$ cat config.mk
export PLATFORM = sky130hd
export DESIGN_NAME = dm_bus_arbiter
export DESIGN_NICKNAME = d
export VERILOG_FILES = /design/src/rtl/dm_bus_arbiter.sv
export SDC_FILE = /design/constraint.sdc
export NUM_CORES = 1
export LEC_CHECK = 0
export CORE_AREA = 5 5 107 109
export CTS_CLUSTER_DIAMETER = 30
export DETAILED_ROUTE_END_ITERATION = 12
export DIE_AREA = 0 0 112 114
export GPL_ROUTABILITY_DRIVEN = 0
export PLACE_DENSITY = 0.67
export SLEW_MARGIN = 25
export SYNTH_ARGS = -nofsm -noshare
export SYNTH_HDL_FRONTEND = slang
export SYNTH_SLANG_ARGS = --single-unit
$ cat constraint.sdc
create_clock -name clk_i -period 3.8 [get_ports clk_i]
set_clock_uncertainty 0.15 [all_clocks]
set_input_delay 0.57 -clock clk_i [delete_from_list [all_inputs] [get_ports clk_i]]
set_output_delay 0.57 -clock clk_i [all_outputs]
set_load 0.1 [all_outputs]
$ cat src/rtl/dm_bus_arbiter.sv
// dm_bus_arbiter: shares one req/gnt/r_valid system-bus master port between
// the hart data side (requester 0) and the debug SBA master (requester 1).
// Only one transaction is outstanding at a time. A response timeout returns a
// synthetic error and arms a late flag that swallows the stale response.
//
// Optional feature macro: DM_BUS_ARB_DEBUG_PRIO_EN
//   defined   -> fixed priority, debug SBA wins every tie
//   undefined -> round-robin on ties, based on the last granted requester
//
// Handshake: a requester holds req/we/addr/wdata/be stable until the cycle
// where its m_gnt_o bit is high. m_gnt_o is high only in a cycle where
// bus_req_o and bus_gnt_i are both high. m_r_valid_o is a one-cycle pulse and
// qualifies m_r_err_o and m_r_rdata_o.
`timescale 1ns/1ps

module dm_bus_arbiter #(
  parameter int BusWidth      = 32,
  parameter int TimeoutCycles = 256
) (
  input  logic                    clk_i,
  input  logic                    rst_ni,
  input  logic [1:0]              m_req_i,
  input  logic [1:0]              m_we_i,
  input  logic [2*BusWidth-1:0]   m_addr_i,
  input  logic [2*BusWidth-1:0]   m_wdata_i,
  input  logic [2*BusWidth/8-1:0] m_be_i,
  output logic [1:0]              m_gnt_o,
  output logic [1:0]              m_r_valid_o,
  output logic [1:0]              m_r_err_o,
  output logic [BusWidth-1:0]     m_r_rdata_o,
  output logic                    bus_req_o,
  output logic                    bus_we_o,
  output logic [BusWidth-1:0]     bus_addr_o,
  output logic [BusWidth-1:0]     bus_wdata_o,
  output logic [BusWidth/8-1:0]   bus_be_o,
  input  logic                    bus_gnt_i,
  input  logic                    bus_r_valid_i,
  input  logic                    bus_r_err_i,
  input  logic [BusWidth-1:0]     bus_r_rdata_i,
  output logic                    owner_o,
  output logic [1:0]              dbg_state_o
);

  localparam int BeW     = BusWidth / 8;
  localparam int CntW    = (TimeoutCycles > 1) ? $clog2(TimeoutCycles) : 1;
  localparam int LastInt = (TimeoutCycles > 0) ? (TimeoutCycles - 1) : 0;
  localparam logic [CntW-1:0] CntLast = LastInt[CntW-1:0];
  localparam logic [CntW-1:0] CntOne  = 1;

  typedef enum logic [1:0] {
    ST_IDLE = 2'd0,
    ST_ADDR = 2'd1,
    ST_RESP = 2'd2
  } state_e;

  state_e          r_state;
  state_e          w_state_nxt;
  logic            r_owner;
  logic            r_last_grant;
  logic            r_late;
  logic [CntW-1:0] r_cnt;

  logic            w_any_req;
  logic            w_winner;
  logic            w_owner_req;
  logic            w_grant;
  logic            w_resp;
  logic            w_timeout;
  logic            w_absorb;
  logic            w_owner_we;
  logic [BusWidth-1:0] w_owner_addr;
  logic [BusWidth-1:0] w_owner_wdata;
  logic [BeW-1:0]      w_owner_be;

  assign w_any_req     = |m_req_i;
  assign w_owner_req   = m_req_i[r_owner];
  assign w_owner_we    = m_we_i[r_owner];
  assign w_owner_addr  = r_owner ? m_addr_i[2*BusWidth-1:BusWidth]  : m_addr_i[BusWidth-1:0];
  assign w_owner_wdata = r_owner ? m_wdata_i[2*BusWidth-1:BusWidth] : m_wdata_i[BusWidth-1:0];
  assign w_owner_be    = r_owner ? m_be_i[2*BeW-1:BeW]              : m_be_i[BeW-1:0];

  // A grant needs the owner to still be requesting; a dropped req never gets one.
  assign w_grant   = (r_state == ST_ADDR) && w_owner_req && bus_gnt_i;
  assign w_resp    = (r_state == ST_RESP) && bus_r_valid_i;
  // A real response in the expiry cycle takes precedence over the timeout.
  assign w_timeout = (TimeoutCycles != 0) && (r_state == ST_RESP) &&
                     !bus_r_valid_i && (r_cnt == CntLast);
  assign w_absorb  = r_late && bus_r_valid_i;

  assign owner_o     = r_owner;
  assign dbg_state_o = r_state;

  // Arbitration between the two requesters when leaving IDLE.
  always_comb begin
    w_winner = 1'b0;
`ifdef DM_BUS_ARB_DEBUG_PRIO_EN
    w_winner = m_req_i[1];
`else
    if (m_req_i == 2'b11) begin
      w_winner = ~r_last_grant;
    end else begin
      w_winner = m_req_i[1];
    end
`endif
  end

  // State register.
  always_ff @(posedge clk_i or negedge rst_ni) begin
    if (!rst_ni) begin
      r_state <= ST_IDLE;
    end else begin
      r_state <= w_state_nxt;
    end
  end

  // Next-state logic; IDLE waits out a pending late response before arbitrating.
  always_comb begin
    w_state_nxt = r_state;
    case (r_state)
      ST_IDLE: if (w_any_req && !r_late)  w_state_nxt = ST_ADDR;
      ST_ADDR: if (w_grant)               w_state_nxt = ST_RESP;
      ST_RESP: if (w_resp || w_timeout)   w_state_nxt = ST_IDLE;
      default:                            w_state_nxt = ST_IDLE;
    endcase
  end

  // Owner, round-robin history, timeout counter and late-response flag.
  always_ff @(posedge clk_i or negedge rst_ni) begin
    if (!rst_ni) begin
      r_owner      <= 1'b0;
      r_last_grant <= 1'b1;
      r_late       <= 1'b0;
      r_cnt        <= '0;
    end else begin
      if ((r_state == ST_IDLE) && w_any_req && !r_late) begin
        r_owner <= w_winner;
      end
      if (w_grant) begin
        r_last_grant <= r_owner;
      end
      if (w_grant) begin
        r_cnt <= '0;
      end else if ((r_state == ST_RESP) && !bus_r_valid_i) begin
        r_cnt <= r_cnt + CntOne;
      end
      if (w_timeout) begin
        r_late <= 1'b1;
      end else if (w_absorb) begin
        r_late <= 1'b0;
      end
    end
  end

  // Output decode: bus side driven only in ADDR, responses only in RESP.
  always_comb begin
    m_gnt_o     = 2'b00;
    m_r_valid_o = 2'b00;
    m_r_err_o   = 2'b00;
    m_r_rdata_o = '0;
    bus_req_o   = 1'b0;
    bus_we_o    = 1'b0;
    bus_addr_o  = '0;
    bus_wdata_o = '0;
    bus_be_o    = '0;
    case (r_state)
      ST_ADDR: begin
        bus_req_o          = w_owner_req;
        bus_we_o           = w_owner_we;
        bus_addr_o         = w_owner_addr;
        bus_wdata_o        = w_owner_wdata;
        bus_be_o           = w_owner_be;
        m_gnt_o[r_owner]   = w_grant;
      end
      ST_RESP: begin
        if (bus_r_valid_i) begin
          m_r_valid_o[r_owner] = 1'b1;
          m_r_err_o[r_owner]   = bus_r_err_i;
          m_r_rdata_o          = bus_r_rdata_i;
        end else if (w_timeout) begin
          m_r_valid_o[r_owner] = 1'b1;
          m_r_err_o[r_owner]   = 1'b1;
        end
      end
      default: begin
      end
    endcase
  end

endmodule

=== Word level (Yosys, flattened, before mapping) ===
Cells that the tools add are included.

* Divide/modulo/power cells: 0
* Bitwise operators: 3
* Reduce and logical (&&, ||, !) cells: 18
* Order comparisons: 2
* $add $sub $neg: 1
* Equal/unequal tests: 7
* Muxes and demuxes: 31
* Shifts and indexed selects: 0
* $mul: 0

{| class="wikitable"
|+ Operator list
! operator !! number
|-
| 32-bit 2-to-1 mux || 6
|-
| 2-bit 2-to-1 mux || 9
|-
| 8-bit 2-to-1 mux || 2
|-
| 1-bit logical AND || 10
|-
| 1-bit 2-to-1 mux || 10
|-
| 8-bit by 1-bit adder with 8-bit output, second input constant || 1
|-
| 8-bit == test, second input constant || 1
|-
| 4-bit 2-to-1 mux || 2
|-
| 2-bit case mux with 3 select lines || 1
|-
| 2-bit AND || 2
|-
| 2-bit == test, second input constant || 2
|-
| 2-bit inequality test, second input constant || 2
|-
| 2-bit nonzero test || 2
|-
| 3-bit AND reduction || 1
|-
| 2-bit by 1-bit == test with 1-bit output, second input constant || 1
|-
| 1-bit logical NOT || 2
|-
| 2-bit logical NOT || 1
|-
| 1-bit by 2-bit less-than comparator with 1-bit output, second input constant || 1
|-
| 2-bit by 1-bit inequality test with 1-bit output, second input constant || 1
|-
| 2-bit OR reduction || 1
|-
| 1-bit demux with 1-bit select || 1
|-
| 1-bit greater-or-equal comparator, second input constant || 1
|-
| 1-bit logical OR || 1
|-
| 1-bit inverter || 1
|}

* Bits in read-only memories: 0
* Input bits: 177
* Latch bits: 0
* Memories kept: 0
* Memory bits (writable): 0
* Register bits: 13
* Output and inout port bits: 111
* Logic and storage cells: 67

=== Depth between registers and ports, before layout ===
* Depth in word-level cells: 7
* Depth in mapped cells: 5
* Depth with buffers taken out: 4

=== Worst setup path before layout ===
Ideal clock, no wire load.

* Path type: reg-to-output
* Start: register r_state[1], in the netlist dbg_state_o[1]
* End: output m_r_err_o[0]
* Data required time: 3.080 ns
* Setup slack: -0.853 ns
* Stages on the path, launching flop included: 5
* Data arrival time: 3.933 ns
* Path buffers: 2
* Cells stage by stage: dfrtp_1 or3b_1 buf_2 buf_2 o31ai_1

* Cells in the longest elaborated chain, start to end: 6

{| class="wikitable"
|+ RTL lines
! what !! RTL line !! text
|-
| from (decl) || 56 || <nowiki>state_e r_state;</nowiki>
|-
| from (signal assigned) || 112 || <nowiki>r_state <= w_state_nxt;</nowiki>
|-
| 2-bit == test (*) || 86, 165 ||
|-
| 1-bit logical AND || 86 || <nowiki>assign w_timeout = (TimeoutCycles != 0) && (r_state == ST_RESP) &&</nowiki>
|-
| 1-bit logical AND || 87 || <nowiki>!bus_r_valid_i && (r_cnt == CntLast);</nowiki>
|-
| 2-bit 2-to-1 mux || 179 || <nowiki>end else if (w_timeout) begin</nowiki>
|-
| 2-bit 2-to-1 mux || 175 || <nowiki>if (bus_r_valid_i) begin</nowiki>
|-
| 2-bit 2-to-1 mux (*) || 165 || <nowiki>case (r_state)</nowiki>
|-
| to (decl) || 29 || <nowiki>output logic [1:0] m_r_err_o,</nowiki>
|}

Mark *: on every way between the ends. The rest lies on a longest branch, timed or not.

=== Worst setup path in the final report ===
* Start: input bus_r_valid_i
* End: output m_r_err_o[0]

* Cells in the longest elaborated chain, start to end: 6

{| class="wikitable"
|+ RTL lines
! what !! RTL line !! text
|-
| from (decl) || 37 || <nowiki>input logic bus_r_valid_i,</nowiki>
|-
| 1-bit logical NOT || 87 ||
|-
| 1-bit logical AND || 86 ||
|-
| 1-bit logical AND || 87 ||
|-
| 2-bit 2-to-1 mux || 179 ||
|-
| 2-bit 2-to-1 mux (*) || 175 ||
|-
| 2-bit 2-to-1 mux (*) || 165 ||
|}

Marks and branches as above.

==> metrics.md <==
| Metric | Value |
|---|---|
| Worst hold margin | 0.433 ns |
| CTS max path bufs | 2 |
| H-tree levels | 1 |
| Switch Pwr | approximately 3.7 mW |
| Final Hold Fails | 0 |
| Antenna diodes | 0 |
| Slew headroom | 0.339 |
| CP max FO | 16 |
| Synth warn | 0 |
| CTS root buf | clkbuf_8 |
| Share of layout cells above drive strength 1 | 0.266 |
| Final Cell Area | 0.00523 mm² |
| Measured slew at the worst slew-check pin | 0.989 ns |
| Peak Freq | 330 MHz |
| 1st-pass router iterations | 4 |
| Crit Path Category | input pin to primary output |
| Setup repair bufs after CTS | 0 |
| FF+latch count, synth | 13 |
| CP arrival | 2.31 ns |
| WL met3 | 790 µm |
| Period minus WS final | 3.03 ns |
| CP endpoint kind | primary output |
| Synth top area cells | mux2i_1 37%, dfrtp_1 15%, nor2_1 14%, and2_1 10%, clkbuf_1 2.5% |
| DP Worst Slack | 0.795 ns |
| GR Util All Layers | 0.169 |
| Placed Instances | 678 |
| Status | completed |
| Clk pin slew, worst setup/hold paths | 0.05 ns |
| Final period util | 0.796 |
| Post-synthesis cell count | 270 |
| Synth cell count leaders | 74 x nor2_1, 72 x mux2i_1, 33 x and2_1 |
| First-pass GRT wire length | 17400 µm |
| CTS Buf Count | 3 |
| Final Non-Filler Cells | 682 |
| Number of global-route vias before repair | 2808 |
| Syn nets | about 450 |
| Setup tns final | 0 ns |
| Clk_lat worst skew | 0.24 ns |
| Starting Density | 0.187 |
| Initial antenna violation count | 0 |
| Port Buf Inserts | about 290 |
| Power share of the combinational group | 0.934 |
| Post-synth top area cell | mux2i_1 |
| Filler instances | approximately 970 |
| Clock sink total | 13 |
| Via/cell ratio | approximately 4.3 |
| Reg power frac | 0.042 |
| Setup violations, final | 0 |
| Core area | 0.0105 mm² |
| Startpoint Class | input pin |
| Seq/Total Area, Yosys | 0.166 |
| Synth Flop Type | dfrtp_1 |
| WL per Instance | 17.6 µm |
| # DRC | 0 |
| Pleak | 2.36 nW |
| MaxCap Viol Count | 0 |
| Area of the multi-input gates | 0.00161 mm² |
| VDD IR max | 0.890 mV |
| Post-synth ARST share | 1.00 |
| Post-cts sizing count | 0 |
| Initial DRC count | 121 |
| Register area | 330 µm² |
| Hold-fix buffers at CTS | 0 |
| Power per cell area | 972 mW/mm² |
| Die H | 114 µm |
| EDFF count, synth | 0 |
| Fin worst setup slack | 0.774 ns |
| Top Metal Used | met4 |
| I/O pin total | 288 |
| Via count | around 3000 |
| Synth unique cells | 35 |
| Power Internal | 1.34 mW |
| Hold crit path type | register to register |
| Most common cell in the netlist | nor2_1 |
| Post-layout util | 0.498 |
| Design Power | roughly 5.1 mW |
| Largest net degree at the start of global routing | 80 |
| Total gr overflow | 0 |
| Final WL | 12000 µm |
| Met1 wire length | 4840 µm |
| RSZ-0062 raised after global routing | false |
| Area grow syn2layout | 166% |
| # nets final | 721 |
| Dpl cell area | 0.00519 mm² |
| Mapped cell area | 0.00197 mm² |
| Met2 WL | 6270 µm |
| Syn_area_per_cell | 7.29 µm² |
| Detail Placement HPWL | 10200 µm |
| Clk pwr share | 0.025 |
| Die X | 112 µm |
| Site Rows | 38 |
| Die area | 0.0128 mm² |
| Switching fraction of total power | 0.736 |
| Required @ worst endpoint | around 3 ns |
| Post-route ant nets | 0 |
| CTS tree | built |
| Post-synth top area share | 0.366 |
| Final Max Tran Viols | 0 |
## worst paths after layout
| path | from | end | slack [ns] | depth (start not counted) |
|---|---|---|---|---|
| max | bus_r_valid_i | m_r_err_o[0] | 0.77 | 4 |
| min | r_late$_DFFE_PN0P_ | r_late$_DFFE_PN0P_ | 0.43 | 2 |
| max reg2reg | dbg_state_o[0]$_DFFE_PN0P_ | r_cnt[5]$_DFFE_PN0P_ | 1.72 | 3 |
| min reg2reg | r_late$_DFFE_PN0P_ | r_late$_DFFE_PN0P_ | 0.43 | 2 |
| max in group asynchronous | rst_ni | owner_o$_DFFE_PN0P_ | 2.52 | 1 |
| min in group asynchronous | rst_ni | owner_o$_DFFE_PN0P_ | 0.55 | 1 |
## cell families (layout without fill, tap and decap cells)
logic type	after synthesis	in the layout	share of synthesized area
buf+inv	25	297	0.0534
compound gates	20	20	0.0623
fa+ha+maj	1	1	0.00635
xor+xnor	1	1	0.00445
mux	73	73	0.372
simple gates	137	137	0.336
flops	13	13	0.166
## critical path, cell delays in order
cell and delay, ns:
clkdlybuf4s50_1 0.51, or3b_1 0.64, o31ai_2 0.37, buf_12 0.22
## sequential cells by signal, indices dropped and copies added, names as in the netlist
register      flops
r_cnt             8
dbg_state_o       2
r_last_grant      1
owner_o           1
r_late            1
## routing by layer
layer | vias to the layer above | global-route usage
li1 | 1468 | -
met1 | 1330 | 0.213
met2 | 113 | 0.305
met3 | 15 | 0.0334
met4 | 0 | 0.0224
met5 | - | 0
## layout by cell type, fill, tap and decap left out, types with 2 or more instances in the layout
cell type        synthesis  routed
a21oi_1                  6       6
and2_1                  33      33
and3_1                   2       2
buf_12                   0      35
buf_4                    0      77
clkbuf_8                 0       3
clkdlybuf4s50_1          0     178
dfrtp_1                 12      11
inv_1                    2       2
mux2i_1                 72      72
nand2_1                  5       5
nand3_1                  4       4
nand3b_1                 2       2
nand4_1                  2       2
nor2_1                  74      54
nor2_2                   1      21
nor3_1                   3       2
o21ai_0                  2       2
o21ai_1                  3       3
o31ai_1                  4       2
o31ai_2                  0       2
or3_1                    4       4
or4_1                    2       2
## power groups by stage
| stage | Sequential [mW] | Combinational (mW) | Clock (mW) |
|---|---|---|---|
| 2_1_floorplan | 0.300 | 3.63 | 0 |
| 3_3_place_gp | 0.213 | 4.75 | 0 |
| 3_5_place_dp | 0.217 | 4.77 | 0 |
| 4_1_cts | 0.214 | 4.77 | 0.125 |
| 5_1_grt | 0.218 | 4.88 | 0.137 |
| 6_report | 0.213 | 4.75 | 0.125 |
## final cells by class
type,count,area share
Timing Repair Buffer,290,0.585
Sequential cell,13,0.0631
Inverter,3,0.00215
Multi-Input combinational cell,232,0.308
Tap cell,140,0.0335
Clock buffer,4,0.00861
Power figures use the tool's default switching activity.
